$ cat config.mk
export PLATFORM = sky130hd
export DESIGN_NAME = hdmi_burst_fetcher_flat
export DESIGN_NICKNAME = d
export VERILOG_FILES = /design/src/rtl/video_pkg.sv /design/src/rtl/hdmi_burst_fetcher_if.sv /design/src/rtl/hdmi_burst_fetcher_stats.sv /design/src/rtl/hdmi_burst_fetcher.sv /design/src/flat_wrapper.sv
export SDC_FILE = /design/constraint.sdc
export NUM_CORES = 1
export LEC_CHECK = 0
export BUFFER_PORTS_ARGS = -buffer_cell sky130_fd_sc_hd__buf_4
export CAP_MARGIN = 10
export CORE_MARGIN = 1.5
export CORE_UTILIZATION = 46
export CTS_CLUSTER_SIZE = 12
export DETAILED_ROUTE_END_ITERATION = 12
export MAX_ROUTING_LAYER = met4
export PLACE_DENSITY_LB_ADDON = 0.1
export SETUP_SLACK_MARGIN = 0.5
export SYNTH_ARGS = -nofsm -noshare
export SYNTH_HDL_FRONTEND = slang
export SYNTH_SLANG_ARGS = --single-unit
$ cat constraint.sdc
create_clock -name clk_100Mhz -period 2.2 [get_ports clk_100Mhz]
set_clock_uncertainty 0.05 [all_clocks]
set_input_delay 0.11 -clock clk_100Mhz [delete_from_list [all_inputs] [get_ports clk_100Mhz]]
set_output_delay 0.11 -clock clk_100Mhz [all_outputs]
set_load 0.01 [all_outputs]
$ cat src/rtl/video_pkg.sv
// Shared video/AXI definitions for the HDMI frame fetch path.
package video_pkg;

  typedef enum logic [1:0] {
    IDLE,
    GATE,
    ADDR,
    DATA
  } fetch_state_t;

  localparam logic [2:0] AXI_SIZE_8B    = 3'b011;
  localparam logic [1:0] AXI_BURST_INCR = 2'b01;

  localparam int H_ACTIVE        = 640;
  localparam int V_ACTIVE        = 480;
  localparam int BYTES_PER_PIXEL = 2;

endpackage

$ cat src/rtl/hdmi_burst_fetcher_if.sv
// AXI4 read channels plus display-FIFO write port used by hdmi_burst_fetcher.
interface hdmi_burst_fetcher_if #(
  parameter int DATA_W = 64
) ();

  logic [31:0]       ARADDR;
  logic              ARVALID;
  logic              ARREADY;
  logic [7:0]        ARLEN;
  logic [2:0]        ARSIZE;
  logic [1:0]        ARBURST;
  logic [DATA_W-1:0] RDATA;
  logic              RVALID;
  logic              RREADY;
  logic              RLAST;
  logic              fifo_prog_full;
  logic              fifo_wr_en;
  logic [DATA_W-1:0] fifo_wr_data;

  modport master (
    output ARADDR, ARVALID, ARLEN, ARSIZE, ARBURST, RREADY, fifo_wr_en, fifo_wr_data,
    input  ARREADY, RDATA, RVALID, RLAST, fifo_prog_full
  );

  modport slave (
    input  ARADDR, ARVALID, ARLEN, ARSIZE, ARBURST, RREADY, fifo_wr_en, fifo_wr_data,
    output ARREADY, RDATA, RVALID, RLAST, fifo_prog_full
  );

endinterface

$ cat src/rtl/hdmi_burst_fetcher_stats.sv
// Frame-completion and late-frame-start counters for hdmi_burst_fetcher.
module fetch_stats (
  input  logic        clk_100Mhz,
  input  logic        sys_rst_n,
  input  logic        frame_done,
  input  logic        frame_late,
  output logic [15:0] frame_cnt,
  output logic [15:0] late_cnt
);

  always_ff @(posedge clk_100Mhz or negedge sys_rst_n) begin
    if (!sys_rst_n) begin
      frame_cnt <= '0;
      late_cnt  <= '0;
    end else begin
      if (frame_done) frame_cnt <= frame_cnt + 16'd1;
      if (frame_late) late_cnt  <= late_cnt + 16'd1;
    end
  end

endmodule

$ cat src/rtl/hdmi_burst_fetcher.sv
// AXI4 read-burst master streaming one stored frame into the display FIFO.
// Statistics counters are built only when BURST_FETCH_STATS_EN is defined.
module hdmi_burst_fetcher
  import video_pkg::*;
#(
  parameter logic [31:0] BASE_ADDR   = 32'h1000_0000,
  parameter int          FRAME_BYTES = H_ACTIVE * V_ACTIVE * BYTES_PER_PIXEL,
  parameter int          BURST_LEN   = 16,
  parameter int          DATA_W      = 64
) (
  input  logic                 clk_100Mhz,
  input  logic                 sys_rst_n,
  input  logic                 frame_start,
  hdmi_burst_fetcher_if.master bus,
  output logic                 busy,
  output logic                 rlast_err,
  output logic [15:0]          frame_cnt,
  output logic [15:0]          late_cnt
);

  localparam int OFF_W  = $clog2(FRAME_BYTES);
  localparam int BEAT_W = $clog2(BURST_LEN) + 1;
  localparam logic [OFF_W-1:0]  STEP       = OFF_W'(BURST_LEN * 8);
  localparam logic [OFF_W-1:0]  LAST_OFF   = OFF_W'(FRAME_BYTES - BURST_LEN * 8);
  localparam logic [BEAT_W-1:0] FINAL_BEAT = BEAT_W'(BURST_LEN - 1);

  fetch_state_t      state;
  logic [OFF_W-1:0]  offset;
  logic [BEAT_W-1:0] beat_cnt;
  logic              restart_pend;
  logic              arvalid;
  logic              rready;
  logic              beat;
  logic              last_beat;
  logic              late_start;
  logic              restart;
  logic              vld_p1;
  logic [DATA_W-1:0] wr_data_p1;

  assign beat       = (state == DATA) && bus.RVALID && rready;
  assign last_beat  = beat && bus.RLAST;
  assign late_start = frame_start && (state != IDLE);
  // A frame_start coinciding with RLAST restarts right away instead of pending.
  assign restart    = restart_pend || frame_start;

  always_ff @(posedge clk_100Mhz or negedge sys_rst_n) begin
    if (!sys_rst_n) begin
      state        <= IDLE;
      offset       <= '0;
      beat_cnt     <= '0;
      restart_pend <= 1'b0;
      arvalid      <= 1'b0;
      rready       <= 1'b0;
      busy         <= 1'b0;
      rlast_err    <= 1'b0;
    end else begin
      case (state)
        IDLE: if (frame_start) begin
          offset <= '0;
          busy   <= 1'b1;
          state  <= GATE;
        end
        GATE: if (!bus.fifo_prog_full) begin
          arvalid <= 1'b1;
          state   <= ADDR;
        end
        ADDR: if (bus.ARREADY) begin
          arvalid  <= 1'b0;
          rready   <= 1'b1;
          beat_cnt <= '0;
          state    <= DATA;
        end
        DATA: if (beat) begin
          // Saturate so a runaway burst cannot alias back onto the final beat.
          if (beat_cnt != '1) beat_cnt <= beat_cnt + BEAT_W'(1);
          if (bus.RLAST != (beat_cnt == FINAL_BEAT)) rlast_err <= 1'b1;
          if (bus.RLAST) begin
            rready <= 1'b0;
            if (restart) begin
              offset       <= '0;
              restart_pend <= 1'b0;
              state        <= GATE;
            end else if (offset == LAST_OFF) begin
              busy  <= 1'b0;
              state <= IDLE;
            end else begin
              offset <= offset + STEP;
              state  <= GATE;
            end
          end
        end
        default: state <= IDLE;
      endcase
      if (late_start && !last_beat) restart_pend <= 1'b1;
    end
  end

  // Stage p1: accepted beat is registered into the FIFO write port.
  always_ff @(posedge clk_100Mhz or negedge sys_rst_n) begin
    if (!sys_rst_n) begin
      vld_p1     <= 1'b0;
      wr_data_p1 <= '0;
    end else begin
      vld_p1 <= beat;
      if (beat) wr_data_p1 <= bus.RDATA;
    end
  end

  assign bus.ARADDR       = BASE_ADDR + 32'(offset);
  assign bus.ARVALID      = arvalid;
  assign bus.ARLEN        = 8'(BURST_LEN - 1);
  assign bus.ARSIZE       = AXI_SIZE_8B;
  assign bus.ARBURST      = AXI_BURST_INCR;
  assign bus.RREADY       = rready;
  assign bus.fifo_wr_en   = vld_p1;
  assign bus.fifo_wr_data = wr_data_p1;

`ifdef BURST_FETCH_STATS_EN
  logic frame_done;

  assign frame_done = last_beat && !restart && (offset == LAST_OFF);

  fetch_stats u_stats (
    .clk_100Mhz (clk_100Mhz),
    .sys_rst_n  (sys_rst_n),
    .frame_done (frame_done),
    .frame_late (late_start),
    .frame_cnt  (frame_cnt),
    .late_cnt   (late_cnt)
  );
`else
  assign frame_cnt = '0;
  assign late_cnt  = '0;
`endif

endmodule
$ cat src/flat_wrapper.sv
// flat-port wrapper written by rule: the top's interface ports become plain ports
module hdmi_burst_fetcher_flat import video_pkg::*;
#(
  parameter logic [31:0] BASE_ADDR   = 32'h1000_0000,
  parameter int          FRAME_BYTES = H_ACTIVE * V_ACTIVE * BYTES_PER_PIXEL,
  parameter int          BURST_LEN   = 16,
  parameter int          DATA_W      = 64
)
  (clk_100Mhz, sys_rst_n, frame_start, busy, rlast_err, frame_cnt, late_cnt, bus_ARADDR, bus_ARVALID, bus_ARLEN, bus_ARSIZE, bus_ARBURST, bus_RREADY, bus_fifo_wr_en, bus_fifo_wr_data, bus_ARREADY, bus_RDATA, bus_RVALID, bus_RLAST, bus_fifo_prog_full);
  hdmi_burst_fetcher_if #(.DATA_W(DATA_W)) bus_i ();
  input  logic clk_100Mhz;
  input  logic sys_rst_n;
  input  logic frame_start;
  output logic busy;
  output logic rlast_err;
  output logic [15:0] frame_cnt;
  output logic [15:0] late_cnt;
  output wire logic [$bits(bus_i.ARADDR)-1:0] bus_ARADDR;
  output wire logic [$bits(bus_i.ARVALID)-1:0] bus_ARVALID;
  output wire logic [$bits(bus_i.ARLEN)-1:0] bus_ARLEN;
  output wire logic [$bits(bus_i.ARSIZE)-1:0] bus_ARSIZE;
  output wire logic [$bits(bus_i.ARBURST)-1:0] bus_ARBURST;
  output wire logic [$bits(bus_i.RREADY)-1:0] bus_RREADY;
  output wire logic [$bits(bus_i.fifo_wr_en)-1:0] bus_fifo_wr_en;
  output wire logic [$bits(bus_i.fifo_wr_data)-1:0] bus_fifo_wr_data;
  input wire logic [$bits(bus_i.ARREADY)-1:0] bus_ARREADY;
  input wire logic [$bits(bus_i.RDATA)-1:0] bus_RDATA;
  input wire logic [$bits(bus_i.RVALID)-1:0] bus_RVALID;
  input wire logic [$bits(bus_i.RLAST)-1:0] bus_RLAST;
  input wire logic [$bits(bus_i.fifo_prog_full)-1:0] bus_fifo_prog_full;
  assign bus_ARADDR = bus_i.ARADDR;
  assign bus_ARVALID = bus_i.ARVALID;
  assign bus_ARLEN = bus_i.ARLEN;
  assign bus_ARSIZE = bus_i.ARSIZE;
  assign bus_ARBURST = bus_i.ARBURST;
  assign bus_RREADY = bus_i.RREADY;
  assign bus_fifo_wr_en = bus_i.fifo_wr_en;
  assign bus_fifo_wr_data = bus_i.fifo_wr_data;
  assign bus_i.ARREADY = bus_ARREADY;
  assign bus_i.RDATA = bus_RDATA;
  assign bus_i.RVALID = bus_RVALID;
  assign bus_i.RLAST = bus_RLAST;
  assign bus_i.fifo_prog_full = bus_fifo_prog_full;
  hdmi_burst_fetcher #(.BASE_ADDR(BASE_ADDR), .FRAME_BYTES(FRAME_BYTES), .BURST_LEN(BURST_LEN), .DATA_W(DATA_W)) u_core (.clk_100Mhz(clk_100Mhz), .sys_rst_n(sys_rst_n), .frame_start(frame_start), .bus(bus_i), .busy(busy), .rlast_err(rlast_err), .frame_cnt(frame_cnt), .late_cnt(late_cnt));
endmodule
Yosys cells after proc, flatten, opt, wreduce, memory -nomap -nowiden
Index checks and enable logic that the tools add are counted.
{"block": "totals", "ff_bits": 97, "latchBits": 0, "mem_bits_rw": 0, "rom_bits": 0, "in_bits": 71, "output_inout_bits": 146, "word_cells": 89, "n_memories": 0}
{"block": "classes", "addsub": 3, "multipliers": 0, "n_div": 0, "n_lt_le_gt_ge": 0, "n_eq_ne": 16, "shifts": 0, "mux": 36, "bitwise_logic": 0, "reduce_logical": 24}
{"op": "$mux 20", "n": 5}
{"op": "$pmux 20 s2", "n": 1}
{"op": "$add 29x20->30 const A", "n": 1}
{"op": "$add 20x8->20 const B", "n": 1}
{"op": "$eq 20x20->1 const B", "n": 1}
{"op": "$mux 1", "n": 16}
{"op": "$reduce_bool 2->1", "n": 8}
{"op": "$mux 5", "n": 3}
{"op": "$ne 2x2->1 const B", "n": 7}
{"op": "$mux 2", "n": 6}
{"op": "$reduce_and 4->1", "n": 3}
{"op": "$pmux 5 s2", "n": 1}
{"op": "$reduce_and 5->1", "n": 2}
{"op": "$pmux 2 s4", "n": 1}
{"op": "$pmux 1 s2", "n": 3}
{"op": "$reduce_and 3->1", "n": 2}
{"op": "$reduce_and 6->1", "n": 1}
{"op": "$add 5x1->5 const B", "n": 1}
{"op": "$eq 5x4->1 const B", "n": 1}
{"op": "$logic_and 1x1->1", "n": 5}
{"op": "$ne 5x5->1 const B", "n": 1}
{"op": "$eq 2x2->1 const B", "n": 2}
{"op": "$ne 3x2->1 const B", "n": 1}
{"op": "$eq 2x1->1 const B", "n": 1}
{"op": "other kinds (5)", "n": 5}

Longest topological paths before layout
Gate-level depths: netlist of run 1.
{"block": "depth", "word_depth": 8, "ltp_mapped": 8, "mapped_depth_nobuf": 7}

Worst setup path before layout of run 1
Ideal clock, no wire load.
{"block": "synth_timing", "path_kind": "flip-flop to flip-flop", "from": "register u_core.state[0]", "to": "register u_core.offset[13]", "setup_ps": 103, "t_arrival_ps": 1804, "t_required_ps": 2047, "path_slack_ps": 242, "stages_incl_launch_ff": 7, "path_buffers": 1, "period_less_slack_ps": 1958, "cell_sequence": "dfrtp_1 -> ha_1 -> or3b_1 -> buf_2 -> nor4_4 -> nand2_2 -> o41ai_2"}
{"block": "synth_via", "elab_chain_len": 5, "word_cells_on_any_way": 11, "cone_classes": "5 x eq/ne; 1 x mux; 5 x reduce/logical"}
{"element": "start: declaration", "line": "hdmi_burst_fetcher.sv:27", "rtl": "fetch_state_t state;"}
{"element": "start signal: assignment", "line": "hdmi_burst_fetcher.sv:48", "rtl": "state <= IDLE;"}
{"element": "start signal: assignment", "line": "hdmi_burst_fetcher.sv:61", "rtl": "state <= GATE;"}
{"element": "start signal: assignment", "line": "hdmi_burst_fetcher.sv:65", "rtl": "state <= ADDR;"}
{"element": "$eq 2x2->1", "line": "hdmi_burst_fetcher.sv:40, hdmi_burst_fetcher.sv:57"}
{"element": "$logic_and 1x1->1 (2 in series)", "line": "hdmi_burst_fetcher.sv:40", "rtl": "assign beat = (state == DATA) && bus.RVALID && rready;"}
{"element": "$ne 2x1->1 (no source line)"}
{"element": "$reduce_and 5->1 (no source line)"}
{"element": "end signal: assignment", "line": "hdmi_burst_fetcher.sv:87", "rtl": "offset <= offset + STEP;"}
{"element": "end: declaration", "line": "hdmi_burst_fetcher.sv:28", "rtl": "logic [OFF_W-1:0] offset;"}
Parallel ways exist; a longest one is shown, timed or not.
A chain may end at the register's enable or synchronous reset.

Final worst setup path of run 1
{"block": "layout_timing", "from": "register u_core.state[0]", "to": "register u_core.offset[17]"}
The elaborated chain is that of the path after synthesis.

==> results.toml, run 1 <==
[floorplanning]
die_h_microns = 101
core.rowCount = 35
io_pins = 217
die_w_microns = 101
start_util_pct = 47.7
design.die.area_sq_um = 10200
placeableCoreArea_sq_um = 9280

[global_route]
grt_pass1_wl_mm = 16.9
use_met3_pct = 3.93
grt_pass1_vias = 3495
grt_util_met2_pct = 37.3
overflow = 0
grt_max_degree = 40
grt_use_met1_pct = 25.8
grt_use_total_pct = 21.6
busiest_layer = "met2"
antenna_found_initial = 0

[setup_path]
path_class = "reg -> reg"
cp_max_fo = 13
reg2reg_slack_ns = 0.45
crit_start = "u_core.state[0]$_DFFE_PN0P_"
worstPathArrival_ns = 1.97
r2r_start = "u_core.state[0]$_DFFE_PN0P_"
cp_data_required_time_ns = 2.43
rr_endpoint = "u_core.offset[17]$_DFFE_PN0P_"
critPathLaunchType = "register"
critical_path.endpoint_type = "register"
crit_path_end = "u_core.offset[17]$_DFFE_PN0P_"
r2r_cells = 6

[clock_network]
path_clk_slew_ns = 0.09
cts_buffers = 9
clk_latency_ns = 0.35
clockBufferDepth = 2
cts_tree = "yes"
cts_sinks = 90
h-tree-depth = 3
clock_tree.root_cell = "clkbuf_8"

[pwr]
ir_worst_vdd_mv = 0.654
leakage_nw = 3.12
power_density_nw_per_um2 = 1120

[synth]
ys.flop_type = "dfrtp_1"
synth_xor_xnor_area_share_pct = 0.198
synth_top_family_by_area = "multiplexers"
yosysSeqAreaShare_pct = 50.8
syn_area_per_cell_sq_um = 11.9
synthSimpleGateAreaFrac_pct = 8.24
synth_mux_area_share_pct = 16.8
yosys.area_share.adder_pct = 2.26
ys_ff_latch = 90
synth_edf_count = 0
synth_compound_area_share_pct = 8.50
yosysWarnings = 0
ys_async_sr_fraction_pct = 100
syn_inst = 371
synth_cell_types = 41
syn_area_sq_um = 4430

[place]
place_congestion = 0.855
dp_cells = 643
dpl.hpwl_mm = 7.07
port_buffers = 152

[route]
ant_nets = 0
wl_per_cell_microns = 14.9
routed_via_density = 4.86
vias = 3584
wl_mm = 11.0
drcViolationCount = 0
drtPass1Iterations = 4
drt_iter0_drc = 85

[timing]
drv_slew = 0
setup_tns_ns = 0
period_minus_slack_ns = 1.75
rsz0062_at_grt = "yes"
period_share_pct = 79.5
clock.fmax_mhz = 572
hold_violations = 0
setup_viol = 0

[job]
max_cap_viol_count = 0

[final_layout]
area_growth_pct = 50.8
drive_gt1_share_pct = 48.4
antennaDiodeCount = 0
final_common_cell = "buf_4"
layout_common_cells = "167 x buf_4, 88 x dfrtp_1, 66 x mux2_2, 66 x dlygate4sd3_1, 64 x conb_1"
fillers = 644
final_nets = 683
fin_cells = 738

[run_status]
run_status = "finished, final reports clean"

[hold_path]
hold_class = "in -> reg"
## worst min path at each step
stage               depth (start not counted)                                 endpoint         from
floorplan                                   0           u_core.beat_cnt[0]$_DFFE_PN0P_    sys_rst_n
global placement                            1  u_core.bus.fifo_wr_data[40]$_DFFE_PN0P_    sys_rst_n
detailed placement                          1  u_core.bus.fifo_wr_data[38]$_DFFE_PN0P_    sys_rst_n
CTS                                         4           u_core.bus.ARVALID$_DFFE_PN0P_  bus_ARREADY
global route                                4            u_core.bus.RREADY$_DFFE_PN0P_   bus_RVALID
finish                                      4           u_core.bus.ARVALID$_DFFE_PN0P_  bus_ARREADY
## metrics by stage
step           total power, mW  hold slack, ns  area [sq um]  utilization, %  setup slack (ns)
6_report                  7.47          0.0458          6690            72.0             0.452
5_1_grt                   7.93          0.0654          6690            72.0             0.366
4_1_cts                   7.39          0.0134          6580            70.9             0.420
3_5_place_dp              5.98          0.0654          5580            60.1             0.298
3_3_place_gp              5.89          0.0629          5580            60.1             0.341
2_1_floorplan             4.63          -0.236          4760               -             0.386
## critical path, cell delays in order, from the launching register on
cell and delay, ns:
dfrtp_2 0.43, ha_4 0.18, or3b_4 0.40, nor4_4 0.20, buf_6 0.19, a31oi_1 0.09
a31oi_1 0.15
## synthesized netlist by cell type (3+ instances only)
library cell	count	area (sq um)
nor4_1	4	25.0
a21oi_1	8	40.0
and3_1	5	31.3
nand2_1	20	75.1
buf_4	64	480
dfrtp_1	90	2250
o21ai_0	9	45.0
clkbuf_1	11	41.3
inv_1	7	26.3
ha_1	8	100
nand3b_1	6	45.0
a21o_1	3	22.5
nand3_1	5	25.0
mux2_2	66	743
nand4_1	3	18.8
buf_2	4	20.0
a31oi_1	16	100
o31ai_1	9	67.6
a22o_1	4	35.0
## timing repair
action | CTS | global route
endpoints found under the hold margin | 99 | 0
buffers inserted | 9 | 2
hold buffers | 66 | 0
endpoints found under the setup margin | 81 | 82
gates resized for setup | 17 | 18
gates cloned | 2 | 0
pin swaps | 6 | 9
## layer usage
metal / up-vias / wire, microns
met5: - / 0
met3: 10 / 763
met2: 152 / 5750
met1: 1747 / 4380
met4: 0 / 99
li1: 1675 / -
## flip-flops by register name, summed over array words and instances (netlist names), 2 cells and up
signal / flops
u_core.bus.fifo_wr_data: 64
u_core.offset: 13
u_core.beat_cnt: 5
u_core.state: 2
## power by group
group / switching, mW / total [mW] / leakage (nW) / internal, mW
Combinational: 1.64 / 3.72 / 1.95 / 2.08
Sequential: 0.378 / 2.71 / 1.09 / 2.34
Clock: 0.584 / 1.03 / 0.0859 / 0.446
Total: 2.60 / 7.47 / 3.12 / 4.87
## cell families (layout without fill, tap and decap cells)
family          Yosys count  after routing
other cells               2             64
compound gates           56             58
simple gates             61             61
flops                    90             90
mux                      66             66
xor+xnor                  1              1
buf+inv                  87            261
fa+ha+maj                 8              8
## area by class of cell
class	count	area, sq um	share of cell area [%]
clock buffer	11	141	2.11
clock inverter	5	37.5	0.561
inverter	7	26.3	0.393
multi-input combinational	258	2060	30.8
sequential	90	2250	33.7
tap	129	161	2.41
timing repair buffer	238	2010	30.0
No activity file was read; power rests on OpenSTA's default activity.
==> inputs of run 2 (changes only) <==
- CORE_UTILIZATION: 46 -> 42
- clock period: 2.2 -> 1.6 ns (I/O delays scaled with it)
==> results.toml, run 2 (synthesis results as in run 1) <==
[timing]
layout_setup_ws_ns = -0.174
period_minus_slack_ns = 1.77
rsz0062_at_grt = "yes"
hold_violations = 0
tightest_slew_ns = 0.597
period_share_pct = 111
clock.fmax_mhz = 564
drv_slew = 0
slew_headroom_pct = 60.2
setup_viol = 85

[route]
drtPass1Iterations = 4
routed_via_density = 4.78
vias = 3817
ant_nets = 0
wl_per_cell_microns = 16.1
wl_mm = 12.9
drcViolationCount = 0
drt_iter0_drc = 114

[final_layout]
layout_common_cells = "170 x buf_4, 88 x dfrtp_1, 69 x dlygate4sd3_1, 64 x conb_1, 44 x mux2_2"
stdcell_area_sq_um = 7590
final_common_cell = "buf_4"
largest_reg_flops = 64
antennaDiodeCount = 0
fillers = 702
drive_gt1_share_pct = 54.0
final_nets = 737
postLayoutCoreUtil_pct = 73.8
area_growth_pct = 71.1
fin_cells = 799

[setup_path]
cp_max_fo = 13
cp_common_cell = "a31oi_1"
path_class = "reg -> reg"
critPathLaunchType = "register"
cp_data_required_time_ns = 1.83
crit_chain = "ha_4 -> or3b_4 -> nor4_4 -> buf_6 -> a31oi_1 -> a31oi_1"
crit_family = "simple AND/OR/NAND/NOR gates"
critical_path.endpoint_type = "register"
r2r_cells = 6
worstPathArrival_ns = 2.01
crit_buf_inv = 1
slowest_stage = "dfrtp_1"
critPathMaxStageDelay_ns = 0.43
path_depth = 6

[floorplanning]
core.rowCount = 37
io_pins = 217
placeableCoreArea_sq_um = 10300
die_w_microns = 106
start_util_pct = 43.1
design.die.area_sq_um = 11200
die_h_microns = 106

[global_route]
grt_max_degree = 43
overflow = 0
grt_use_total_pct = 23.7
grt_pass1_wl_mm = 20.4
grt_pass1_vias = 3981
antenna_found_initial = 0

[pwr]
ir_worst_vdd_mv = 1.04
p_seq_share_pct = 31.9
p_comb_share_pct = 53.6
power_density_nw_per_um2 = 1550
p_sw_share_pct = 34.4
intPower_mw = 7.72
leakage_nw = 3.56
clockPowerShare_pct = 14.5
switchingPower_mw = 4.05

[clock_network]
cts_buffers = 9
clock_tree.root_cell = "clkbuf_8"
cts_tree = "yes"
clockBufferDepth = 2
clk_latency_ns = 0.37
h-tree-depth = 3
path_clk_slew_ns = 0.09
cts_sinks = 90

[hold_path]
min_path_cells = 4
hold_class = "in -> reg"

[job]
max_cap_viol_count = 0

[run_status]
run_status = "complete, but fails checks"
violations = "negative setup slack"

[place]
dpl.hpwl_mm = 7.88
place_area_sq_um = 6020
dp_cells = 691
place_congestion = 0.810
port_buffers = 152
==> run 2: cell count changes in the layout (fill, tap and decap cells not counted), sizes merged <==
| cell | delta |
|---|---|
| buf | +50 |
| inv | +4 |
| dlygate4sd3 | +3 |
| clkinv | -2 |
| clkinvlp | -2 |
| and3 | +1 |
| bufinv | +1 |
| clkbuf | -1 |
==> run 2: layout make-up <==
class / count / area [sq um] / area share, %
inverters: 7 / 26.3 / 0.346
repair buffers: 291 / 2660 / 35.0
multi-input cells: 259 / 2260 / 29.8
well taps: 136 / 170 / 2.24
clock buffers: 10 / 138 / 1.81
flip-flops and latches: 90 / 2250 / 29.7
clock inverters: 6 / 78.8 / 1.04
==> run 2: stage by stage <==
step	total power, mW	setup WS (ns)	hold slack [ns]	TNS [ns]
2_1_floorplan	6.80	-0.211	-0.266	-4.04
3_3_place_gp	8.76	-0.180	0.0663	-3.06
3_5_place_dp	8.87	-0.315	0.0726	-5.32
4_1_cts	11.5	-0.175	0.00890	-6.13
5_1_grt	12.4	-0.271	0.0297	-12.34
6_report	11.8	-0.174	0.0230	-7.08
==> run 2: timing repair <==
item                                    CTS  global route
endpoints found under the hold margin   106             0
resized for setup                        84            15
pin swaps                                21            10
cloned                                    6             0
hold buffers                             69             0
endpoints found under the setup margin  104           106
setup buffers                             7            10
==> run 2: worst min-delay path: cells and delay by family <==
kind	cells	cell delay, ns
and+or+nand+nor	1	0.05
AOI/OAI and AO/OA	2	0.13
buffers and inverters	1	0.14
==> run 2: final timing paths <==
kind                                              start                                       to  slack [ns]
setup / recovery            u_core.state[0]$_DFFE_PN0P_            u_core.offset[17]$_DFFE_PN0P_       -0.17
hold / removal                               bus_RVALID            u_core.bus.RREADY$_DFFE_PN0P_        0.02
setup reg to reg            u_core.state[0]$_DFFE_PN0P_            u_core.offset[17]$_DFFE_PN0P_       -0.17
hold reg to reg            u_core.rlast_err$_DFFE_PN0P_             u_core.rlast_err$_DFFE_PN0P_        0.43
max in group asynchronous                     sys_rst_n          u_core.bus.fifo_wr_en$_DFF_PN0_        0.70
min in group asynchronous                     sys_rst_n  u_core.bus.fifo_wr_data[29]$_DFFE_PN0P_        0.21
==> run 2: per-layer routing <==
metal / part of all wire, % / global-route usage (%) / up-vias
li1: - / - / 1774
met1: 43 / 28.7 / 1875
met5: 0 / - / -
met2: 50 / 39.8 / 143
met4: 2.3 / 8.78 / 0
met3: 5.1 / 4.08 / 25
==> run 2: power groups by stage <==
stage	Clock (mW)	Combinational, mW	Sequential, mW
floorplan	0	2.63	4.17
global placement	0	5.03	3.73
detailed placement	0	5.09	3.78
CTS	1.73	6.03	3.74
global route	1.84	6.70	3.87
finish	1.71	6.31	3.76
==> inputs of run 3 (changes only) <==
--- a/config.mk
+++ b/config.mk
@@ -9,5 +9,5 @@
 export CAP_MARGIN = 10
 export CORE_MARGIN = 1.5
-export CORE_UTILIZATION = 42
+export CORE_UTILIZATION = 50
 export CTS_CLUSTER_SIZE = 12
 export DETAILED_ROUTE_END_ITERATION = 12
==> constraint.sdc (replaced) <==
create_clock -name clk_100Mhz -period 2.2 [get_ports clk_100Mhz]
set_clock_uncertainty 0.05 [all_clocks]
set_input_delay 0.44 -clock clk_100Mhz [delete_from_list [all_inputs] [get_ports clk_100Mhz]]
set_output_delay 0.44 -clock clk_100Mhz [all_outputs]
set_load 0.01 [all_outputs]
==> results.toml, run 3 (synthesis results as in run 1) <==
[timing]
setup_viol = 0
setup_tns_ns = 0
hold_violations = 0
period_share_pct = 85.0
drv_slew = 0
clock.fmax_mhz = 535
rsz0062_at_grt = "yes"
period_minus_slack_ns = 1.87

[global_route]
grt_pass1_vias = 3121
antenna_found_initial = 0
grt_use_total_pct = 21.6
overflow = 0
grt_pass1_wl_mm = 15.8
grt_max_degree = 39

[route]
vias = 3377
drtPass1Iterations = 4
drt_iter0_drc = 112
wl_per_cell_microns = 15.9
routed_via_density = 5.08
ant_nets = 0
wl_mm = 10.6
drcViolationCount = 0

[floorplanning]
start_util_pct = 51.3
io_pins = 217
design.die.area_sq_um = 9440
core.rowCount = 34
die_h_microns = 97.2
placeableCoreArea_sq_um = 8640
die_w_microns = 97.2

[place]
dpl.hpwl_mm = 6.80
port_buffers = 152
place_congestion = 0.861

[final_layout]
layout_common_cells = "174 x buf_4, 84 x dfrtp_1, 64 x conb_1, 56 x mux2_2, 20 x nand2_1"
largest_reg_flops = 64
postLayoutCoreUtil_pct = 72.4
drive_gt1_share_pct = 55.3
antennaDiodeCount = 0
final_common_cell = "buf_4"
final_nets = 631
area_growth_pct = 41.0
fillers = 641

[clock_network]
cts_tree = "yes"
clock_tree.root_cell = "clkbuf_8"
h-tree-depth = 3
clk_latency_ns = 0.35
cts_sinks = 90
clockBufferDepth = 2
path_clk_slew_ns = 0.09
cts_buffers = 9

[pwr]
power_density_nw_per_um2 = 1250
ir_worst_vdd_mv = 0.763
leakage_nw = 3.00

[job]
max_cap_viol_count = 0

[setup_path]
worstPathArrival_ns = 2.12
cp_data_required_time_ns = 2.45
path_class = "reg -> reg"
cp_max_fo = 5
critical_path.endpoint_type = "register"
critPathLaunchType = "register"

[run_status]
run_status = "finished, final reports clean"

[hold_path]
hold_class = "in -> reg"
-- run 3: cell types whose count changed in the layout (fill, tap and decap cells not counted), sizes merged, moves of 2 or more --
cell and delta:
buf -40, dlygate4sd3 -68, clkinv +2, inv -4
clkbuf +5
-- run 3: per-stage QoR --
step	setup WS, ns	area (sq um)	hold WS [ns]	std cells	power, mW
after floorplan	0.386	4760	0.0944	433	4.63
after global placement	0.298	5520	0.387	621	5.83
after detailed placement	0.204	5520	0.387	621	5.93
after CTS	0.377	5930	0.220	650	7.37
after global routing	0.287	6250	0.231	665	8.24
final	0.329	6250	0.240	665	7.79
-- run 3: worst max-delay path, stage by stage, from the launching register on --
cell and delay (ns):
dfrtp_2 0.46, ha_4 0.18, buf_4 0.14, buf_4 0.12, buf_4 0.13, nand2b_4 0.16
a21o_4 0.25, o31ai_2 0.17, a22o_1 0.15
-- run 3: repair_timing --
| item | CTS | global route |
|---|---|---|
| pin swaps | 10 | 10 |
| buffers inserted | 9 | 11 |
| hold buffers | 1 | 0 |
| gates resized for setup | 21 | 29 |
| hold endpoints to repair | 27 | 0 |
| gates cloned | 3 | 4 |
| setup endpoints to repair | 84 | 67 |
-- run 3: where the power goes --
group	leakage, nW	total, mW	switching, mW	internal (mW)
clock	0.106	1.20	0.605	0.592
sequential	1.08	2.72	0.384	2.34
combinational	1.81	3.87	1.65	2.22
-- run 3: final timing paths --
path                                              start                                 endpoint  slack (ns)  depth (start not counted)
min reg2reg                u_core.rlast_err$_DFFE_PN0P_             u_core.rlast_err$_DFFE_PN0P_        0.41                          1
max                         u_core.state[0]$_DFFE_PN0P_           u_core.beat_cnt[4]$_DFFE_PN0P_        0.33                          8
min                                           bus_RLAST          u_core.restart_pend$_DFFE_PN0P_        0.24                          2
max in group asynchronous                     sys_rst_n   u_core.bus.fifo_wr_data[8]$_DFFE_PN0P_        0.92                          3
max reg2reg                 u_core.state[0]$_DFFE_PN0P_           u_core.beat_cnt[4]$_DFFE_PN0P_        0.33                          8
min in group asynchronous                     sys_rst_n  u_core.bus.fifo_wr_data[46]$_DFFE_PN0P_        0.53                          2
-- run 3: cell type report --
type | instances | area (sq um) | share of cell area (%)
Clock inverter | 5 | 60.1 | 0.961
Tap cell | 108 | 135 | 2.16
Timing Repair Buffer | 187 | 1560 | 25.0
Sequential cell | 90 | 2260 | 36.2
Clock buffer | 11 | 151 | 2.42
Multi-Input combinational cell | 257 | 2060 | 32.9
Inverter | 7 | 26.3 | 0.420
-- run 3: routing by layer --
metal	global-route usage (%)	routed length, microns	part of all wire (%)
met2	34.1	5400	51
met4	6.47	78	0.74
met1	28.4	4510	43
met3	4.32	603	5.7
met5	-	0	0
